File: src/rtl/fc_pkg.sv
// Shared definitions for the fc_layer pipeline: inter-layer link states and
// frame counter width.
package fc_pkg;

  typedef enum logic [1:0] {
    FILL   = 2'd0,
    LAUNCH = 2'd1,
    ACK    = 2'd2,
    RUN    = 2'd3
  } link_state_t;

  localparam int FRAME_CNT_W = 16;

endpackage

File: src/rtl/fc_layer_link.sv
// Inter-layer link: loads the upstream activation stream into the downstream
// ibuf, launches the downstream layer, and back-pressures upstream while it runs.
module fc_layer_link
  import fc_pkg::*;
#(
  parameter int datatype_size = 8,
  parameter int vec_size      = 500,
  parameter int addr_width    = $clog2(vec_size)
) (
  input  logic                     clk,
  input  logic                     rst,
  input  logic [datatype_size-1:0] i_func_data,
  input  logic                     i_func_valid,
  output logic                     o_busy,
  output logic                     o_ibuf_we,
  output logic [datatype_size-1:0] o_ibuf_wr_data,
  output logic [addr_width-1:0]    o_ibuf_addr,
  output logic                     o_start,
  input  logic                     i_dst_busy,
  output logic                     o_overrun,
  output logic [FRAME_CNT_W-1:0]   o_frames
);

  localparam logic [addr_width-1:0] LAST_IDX = addr_width'(vec_size - 1);

  link_state_t              state_q, state_d;
  logic [addr_width-1:0]    cnt_q, cnt_d;
  logic                     busy_q, busy_d;
  logic                     start_q, start_d;
  logic                     ovr_q, ovr_d;
  logic [FRAME_CNT_W-1:0]   frames_q, frames_d;
  logic                     vld_p0, vld_d;
  logic [datatype_size-1:0] wr_data_p0, wr_data_d;
  logic [addr_width-1:0]    addr_p0, addr_d;

  always_comb begin
    state_d   = state_q;
    cnt_d     = cnt_q;
    busy_d    = busy_q;
    start_d   = 1'b0;
    ovr_d     = ovr_q;
    frames_d  = frames_q;
    vld_d     = 1'b0;
    wr_data_d = wr_data_p0;
    addr_d    = addr_p0;

    // Anything offered while busy is dropped; only the sticky flag records it.
    if (i_func_valid && busy_q) ovr_d = 1'b1;

    unique case (state_q)
      FILL: begin
        if (i_func_valid) begin
          vld_d     = 1'b1;
          wr_data_d = i_func_data;
          addr_d    = cnt_q;
          if (cnt_q == LAST_IDX) begin
            cnt_d   = '0;
            busy_d  = 1'b1;
            state_d = LAUNCH;
          end else begin
            cnt_d = cnt_q + 1'b1;
          end
        end
      end
      LAUNCH: begin
        if (!i_dst_busy) begin
          start_d  = 1'b1;
          frames_d = frames_q + 1'b1;
          state_d  = ACK;
        end
      end
      ACK: begin
        // A busy that rises in the same cycle start is seen is still caught here.
        if (i_dst_busy) state_d = RUN;
      end
      RUN: begin
        if (!i_dst_busy) begin
          busy_d  = 1'b0;
          state_d = FILL;
        end
      end
      default: state_d = FILL;
    endcase
  end

  // Single registered stage: every output leaves a flop.
  always_ff @(posedge clk) begin
    if (rst) begin
      state_q    <= FILL;
      cnt_q      <= '0;
      busy_q     <= 1'b0;
      start_q    <= 1'b0;
      ovr_q      <= 1'b0;
      frames_q   <= '0;
      vld_p0     <= 1'b0;
      wr_data_p0 <= '0;
      addr_p0    <= '0;
    end else begin
      state_q    <= state_d;
      cnt_q      <= cnt_d;
      busy_q     <= busy_d;
      start_q    <= start_d;
      ovr_q      <= ovr_d;
      frames_q   <= frames_d;
      vld_p0     <= vld_d;
      wr_data_p0 <= wr_data_d;
      addr_p0    <= addr_d;
    end
  end

  assign o_busy         = busy_q;
  assign o_start        = start_q;
  assign o_overrun      = ovr_q;
  assign o_frames       = frames_q;
  assign o_ibuf_we      = vld_p0;
  assign o_ibuf_wr_data = wr_data_p0;
  assign o_ibuf_addr    = addr_p0;

endmodule

File: config.mk
export PLATFORM = sky130hd
export DESIGN_NAME = fc_layer_link
export DESIGN_NICKNAME = d
export VERILOG_FILES = /design/src/rtl/fc_pkg.sv /design/src/rtl/fc_layer_link.sv
export SDC_FILE = /design/constraint.sdc
export NUM_CORES = 1
export LEC_CHECK = 0
export CORE_UTILIZATION = 52
export DETAILED_ROUTE_END_ITERATION = 16
export GPL_TIMING_DRIVEN = 0
export PLACE_DENSITY = 0.94
export SLEW_MARGIN = 0
export SYNTH_ARGS = -nofsm -noshare
export SYNTH_HDL_FRONTEND = slang
export SYNTH_SLANG_ARGS = --single-unit
File: constraint.sdc
create_clock -name clk -period 2.99 [get_ports clk]
set_clock_uncertainty 0.05 [all_clocks]
set_input_delay 0.299 -clock clk [delete_from_list [all_inputs] [get_ports clk]]
set_output_delay 0.299 -clock clk [all_outputs]
set_load 0.01 [all_outputs]
==> flow_summary.ini, run 1 <==
[timing]
hold_viol_final = 0
max_freq_mhz = 482
timing.final.crit_share = 0.694
tns_ps = 0
setup_viol = 0
rsz0062_at_grt = false
relSlewSlack = 0.593
tightest_slew_ps = 604
fin_crit_ps = 2070
slew_viol_final = 0

[power]
netSwitchingFraction = 0.227
switching_power_uw = 247
pwr-share-clk = 0.331
power_density_nw_per_um2 = 413
p_int_uw = 843
p_leak_uw = 0.000898
ir_drop_mv = 0.366
combPwrFrac = 0.068
seq_power_share = 0.601

[route]
first_pass_iters = 4
drt-initial-drc-count = 90
wl_per_cell_um = 12.9
vias = 1811
drt_wl_total_mm = 4.41
drtAntennaViolNets = 0
drc_errors = 0
vias_per_cell = 5.30

[grt]
overflow = 0
antenna_found_initial = 0
grt_pass1_vias = 1649
met3_usage = 0.0599
grtUsageTotal = 0.227
grtUsageMet2 = 0.388
grt_first_pass_wirelength_mm = 7.33
busiest_layer = met2
grt_max_degree = 14
met1_usage = 0.273

[yosys]
synth-xor-area-share = 0.0646
synth_top_area_cell = dfxtp_1
synth_seq_cells = 48
synthCells = 240
synth_warnings = 0
synthFlopType = dfxtp_1
yosys.area.top_type_share = 0.473
synth-async-reset-ratio = 0
synthesis.area_um2 = 2030
synth_mux_area_frac = 0.00985
avgSynthCellArea_um2 = 8.47
yosys.area_share.simple = 0.266
synth_enable_flop_cells = 0
synthAdderAreaFrac = 0.0431
syn-num-nets = 259
synth_compound_area_frac = 0.117
seq_area_frac_synth = 0.473
synthDistinctLibCells = 36
ys_top_cells_by_area = dfxtp_1, nand2_1, a21oi_1
synth_top_family_by_area = simple AND/OR/NAND/NOR gates

[critical_path]
cp_max_fo = 5
startpoint_type = register
cp_data_arrival_time_ps = 2260
worstPathRequired_ps = 3170
worstSetupEndpointType = register
path_class = register to register

[placement]
dpl_cell_area_um2 = 2560
post-dp-hpwl_mm = 3.21
io_buffers = 47
gp_congestion = 0.819
dp_cells = 335

[hold_path]
hold_class = input pin to register

[clocking]
insertion_delay_ps = 300
root_buffer = clkbuf_8
cts_resized = 0
cts.sink_count = 48
post_cts_buffers = 0
path_clk_slew_ps = 80
cts_tree = done
cts_hold_buf = 0
h-tree-depth = 2
cts_buffer_depth = 2
numCtsBuffers = 5

[flow_run]
cap_violations = 0

[die]
fp-row-count = 22
start_util = 0.547
ios = 49
die_w_um = 64.5
die_area_um2 = 4160
core_area_um2 = 3720
fp.dieH_um = 64.5

[final_layout]
area_growth_syn_to_layout_pct = 29.9
final_area_um2 = 2640
layout-drive-gt1-share = 0.0374
antenna_cells = 0
nNetsFinal = 313
fillCellCount = 292
layout.cells.non_filler = 342

[run_status]
status = finished clean
==> state kept, by name (all words and copies together), names as in the netlist <==
signal and flops:
o_ibuf_we 1, o_busy 1, cnt_q 9, state_q 2, o_start 1, o_ibuf_addr 9, o_overrun 1, o_ibuf_wr_data 8
o_frames 16
==> stage by stage <==
| step | util | worst slack [ps] | hold slack, ps | total power (µW) |
|---|---|---|---|---|
| after global placement | 0.690 | 896 | 391 | 743 |
| after detailed placement | 0.690 | 782 | 397 | 745 |
| after CTS | 0.711 | 910 | 336 | 1090 |
| final | 0.711 | 916 | 332 | 1090 |
| after global routing | 0.711 | 712 | 392 | 1130 |
| after floorplan | - | 1220 | 385 | 704 |
==> cell usage after synthesis (all sizes together) (5+ instances only) <==
library cell and count:
nand2 47, o21ai 6, xnor2 7, nor4 5
clkbuf 9, nand3 10, nor2 21, ha 7
dfxtp 48, a21oi 27, xor2 8
==> cell families after synthesis <==
family          Yosys count
flops                    48
simple gates            112
mux                       2
xor+xnor                 15
compound gates           42
buf+inv                  14
fa+ha+maj                 7
==> worst max-delay path, cell delays in order, from the launching register on <==
cell and delay, ps:
dfxtp_1 340, inv_1 110, ha_1 210, nor2b_1 350, nand3_1 280, or4_1 520, a21oi_1 140
==> cell type report <==
cell class,count,area [µm²],area share
clock inverter,1,5.00,0.00189
tap,48,60.1,0.0227
inverter,4,15.0,0.00568
sequential,48,961,0.364
multi-input combinational,178,1020,0.386
clock buffer,6,72.6,0.0275
timing repair buffer,47,470,0.178
buffer,10,38.8,0.0147
==> metal layers <==
metal,vias to the layer above,routed length (µm)
met5,-,0
met1,822,2030
met2,47,2110
met4,0,69
met3,9,199
li1,933,-
==> worst paths after layout <==
check	startpoint	to	slack, ps	depth (start not counted)
max	state_q[1]	o_frames[14]	920	6
min reg2reg	o_ibuf_addr[8]	o_ibuf_addr[8]	400	2
min	rst	o_start	330	2
max reg2reg	state_q[1]	o_frames[14]	920	6
==> power by group through the flow <==
stage / clock, µW / sequential [µW] / combinational [µW]
floorplan: 0 / 674 / 30.4
CTS: 364 / 655 / 74.5
global route: 396 / 657 / 80.6
global placement: 0 / 670 / 72.5
detailed placement: 0 / 671 / 73.9
finish: 361 / 655 / 73.7
==> cells in the final DEF (no fill, tap or decap), types with 3 or more instances in the layout <==
cell type        instances
dfxtp_1                 48
or4_1                    4
ha_1                     7
clkbuf_1                10
clkdlybuf4s50_1         47
xnor2_1                  7
nor2_1                  21
a21oi_1                 27
inv_1                    4
o31ai_1                  4
xor2_1                   8
nand3_1                  9
clkbuf_8                 5
nand4_1                  3
o21ai_0                  6
nor4_1                   5
nand2b_1                 3
or3_1                    4
nor3_1                   4
nand2_1                 47
No activity file was read; power rests on OpenSTA's default activity.
==> run 2: changes to the inputs <==
Settings changed: CORE_UTILIZATION 52 to 49, PLACE_DENSITY 0.94 to 0.9.
Clock period 2.99 ns to 1.92 ns, I/O delays scaled along.
==> flow_summary.ini, run 2 (same netlist as run 1, synthesis figures left out) <==
[placement]
gp_congestion = 0.834
post-dp-hpwl_mm = 3.09
io_buffers = 47
dp_cells = 337

[critical_path]
r2r_setup_slack_ps = 50
critPathMaxStageDelay_ps = 520
path_delay_family = simple AND/OR/NAND/NOR gates
ff2ff_path_depth = 5
cp_max_fo = 5
cp_data_arrival_time_ps = 2050
timing.rr.end = state_q[0]
cp_cell_sequence = ha_1 > nand3_2 > or4_4 > a2111o_1 > o31ai_1
crit-reg2reg-launch = cnt_q[1]
path_buf_inv = 0
worstSetupEndpointType = register
startpoint_type = register
worstPathRequired_ps = 2090
crit_slowest_cell = or4_4
path_class = register to register

[hold_path]
holdPathEnd = o_start
hold_depth = 2
hold_class = input pin to register
hold_start = rst

[clocking]
cts_tree = done
insertion_delay_ps = 310
root_buffer = clkbuf_8
cts_hold_buf = 0
numCtsBuffers = 5
path_clk_slew_ps = 90
cts.sink_count = 48
h-tree-depth = 2
cts_buffer_depth = 2

[timing]
relSlewSlack = 0.677
timing.final.crit_share = 0.976
tns_ps = 0
slew_viol_final = 0
fin_crit_ps = 1870
setup_viol = 0
rsz0062_at_grt = true
hold_viol_final = 0
max_freq_mhz = 533
whs_ps = 180
tightest_slew_ps = 485

[die]
ios = 49
die_w_um = 66.4
core_area_um2 = 4000
fp.dieH_um = 66.4
start_util = 0.508
die_area_um2 = 4410
fp-row-count = 23

[final_layout]
layout.cells.non_filler = 349
final_cell_mix = nand2_1, clkdlybuf4s50_1, dfxtp_1
largest_reg_flops = 16
nNetsFinal = 317
antenna_cells = 0
fillCellCount = 326
area_growth_syn_to_layout_pct = 34.3
layout-drive-gt1-share = 0.0970

[route]
wl_per_cell_um = 13.2
vias = 1879
drt-initial-drc-count = 80
drt_wl_total_mm = 4.61
drc_errors = 0
drtAntennaViolNets = 0
first_pass_iters = 4
vias_per_cell = 5.38

[grt]
overflow = 0
antenna_found_initial = 0
grt_pass1_vias = 1679
grtUsageTotal = 0.213
grt_max_degree = 15
grt_first_pass_wirelength_mm = 7.18

[power]
p_leak_uw = 0.000934
power_density_nw_per_um2 = 647
ir_drop_mv = 0.420
power_uw = 1770

[flow_run]
cap_violations = 0

[run_status]
status = finished clean
-- run 2: changes by cell type in the layout (fill, tap and decap cells not counted), sizes merged --
cell      change
buf           +4
clkbuf        +1
clkinv        -1
clkinvlp      +1
-- run 2: layer usage --
layer / track usage / part of all wire
met3: 0.0483 / 0.059
met4: 0.104 / 0.013
met1: 0.241 / 0.43
met5: 0 / 0
met2: 0.372 / 0.49
-- run 2: timing repair --
action / CTS / global route
endpoints found under the setup margin: 10 / 19
resized for setup: 7 / 11
buffers inserted: 0 / 4
-- run 2: cell type report --
cell class,instances,area (µm²),share of cell area
plain buffers,10,42.5,0.0156
clock inverters,1,7.51,0.00275
well taps,50,62.6,0.0229
inverters,4,15.0,0.00550
repair buffers,51,500,0.183
multi-input cells,178,1050,0.384
flip-flops and latches,48,967,0.354
clock buffers,7,86.3,0.0316
-- run 2: worst max-delay path by stage --
stage | start | endpoint | slack, ps | depth (start not counted)
6_report | cnt_q[1] | state_q[0] | 50 | 5
5_1_grt | state_q[1] | o_frames[15] | -40 | 6
3_5_place_dp | i_dst_busy | o_frames[14] | -180 | 5
4_1_cts | state_q[1] | o_frames[15] | -2 | 6
3_3_place_gp | i_dst_busy | o_frames[14] | -100 | 5
2_1_floorplan | cnt_q[0] | state_q[0] | 150 | 5
-- run 2: stage by stage --
stage / area (µm²) / worst slack, ps / utilization
detailed placement: 2570 / -176 / 0.642
global route: 2730 / -44.5 / 0.683
finish: 2730 / 45.5 / 0.683
global placement: 2570 / -102 / 0.642
CTS: 2690 / -2.33 / 0.671
floorplan: 2030 / 149 / -
-- run 2: where the power goes --
part / switching (µW) / total [µW] / internal (µW)
registers: 11.7 / 1020 / 1010
logic: 61.9 / 118 / 55.8
clock network: 336 / 628 / 293
total: 409 / 1770 / 1360
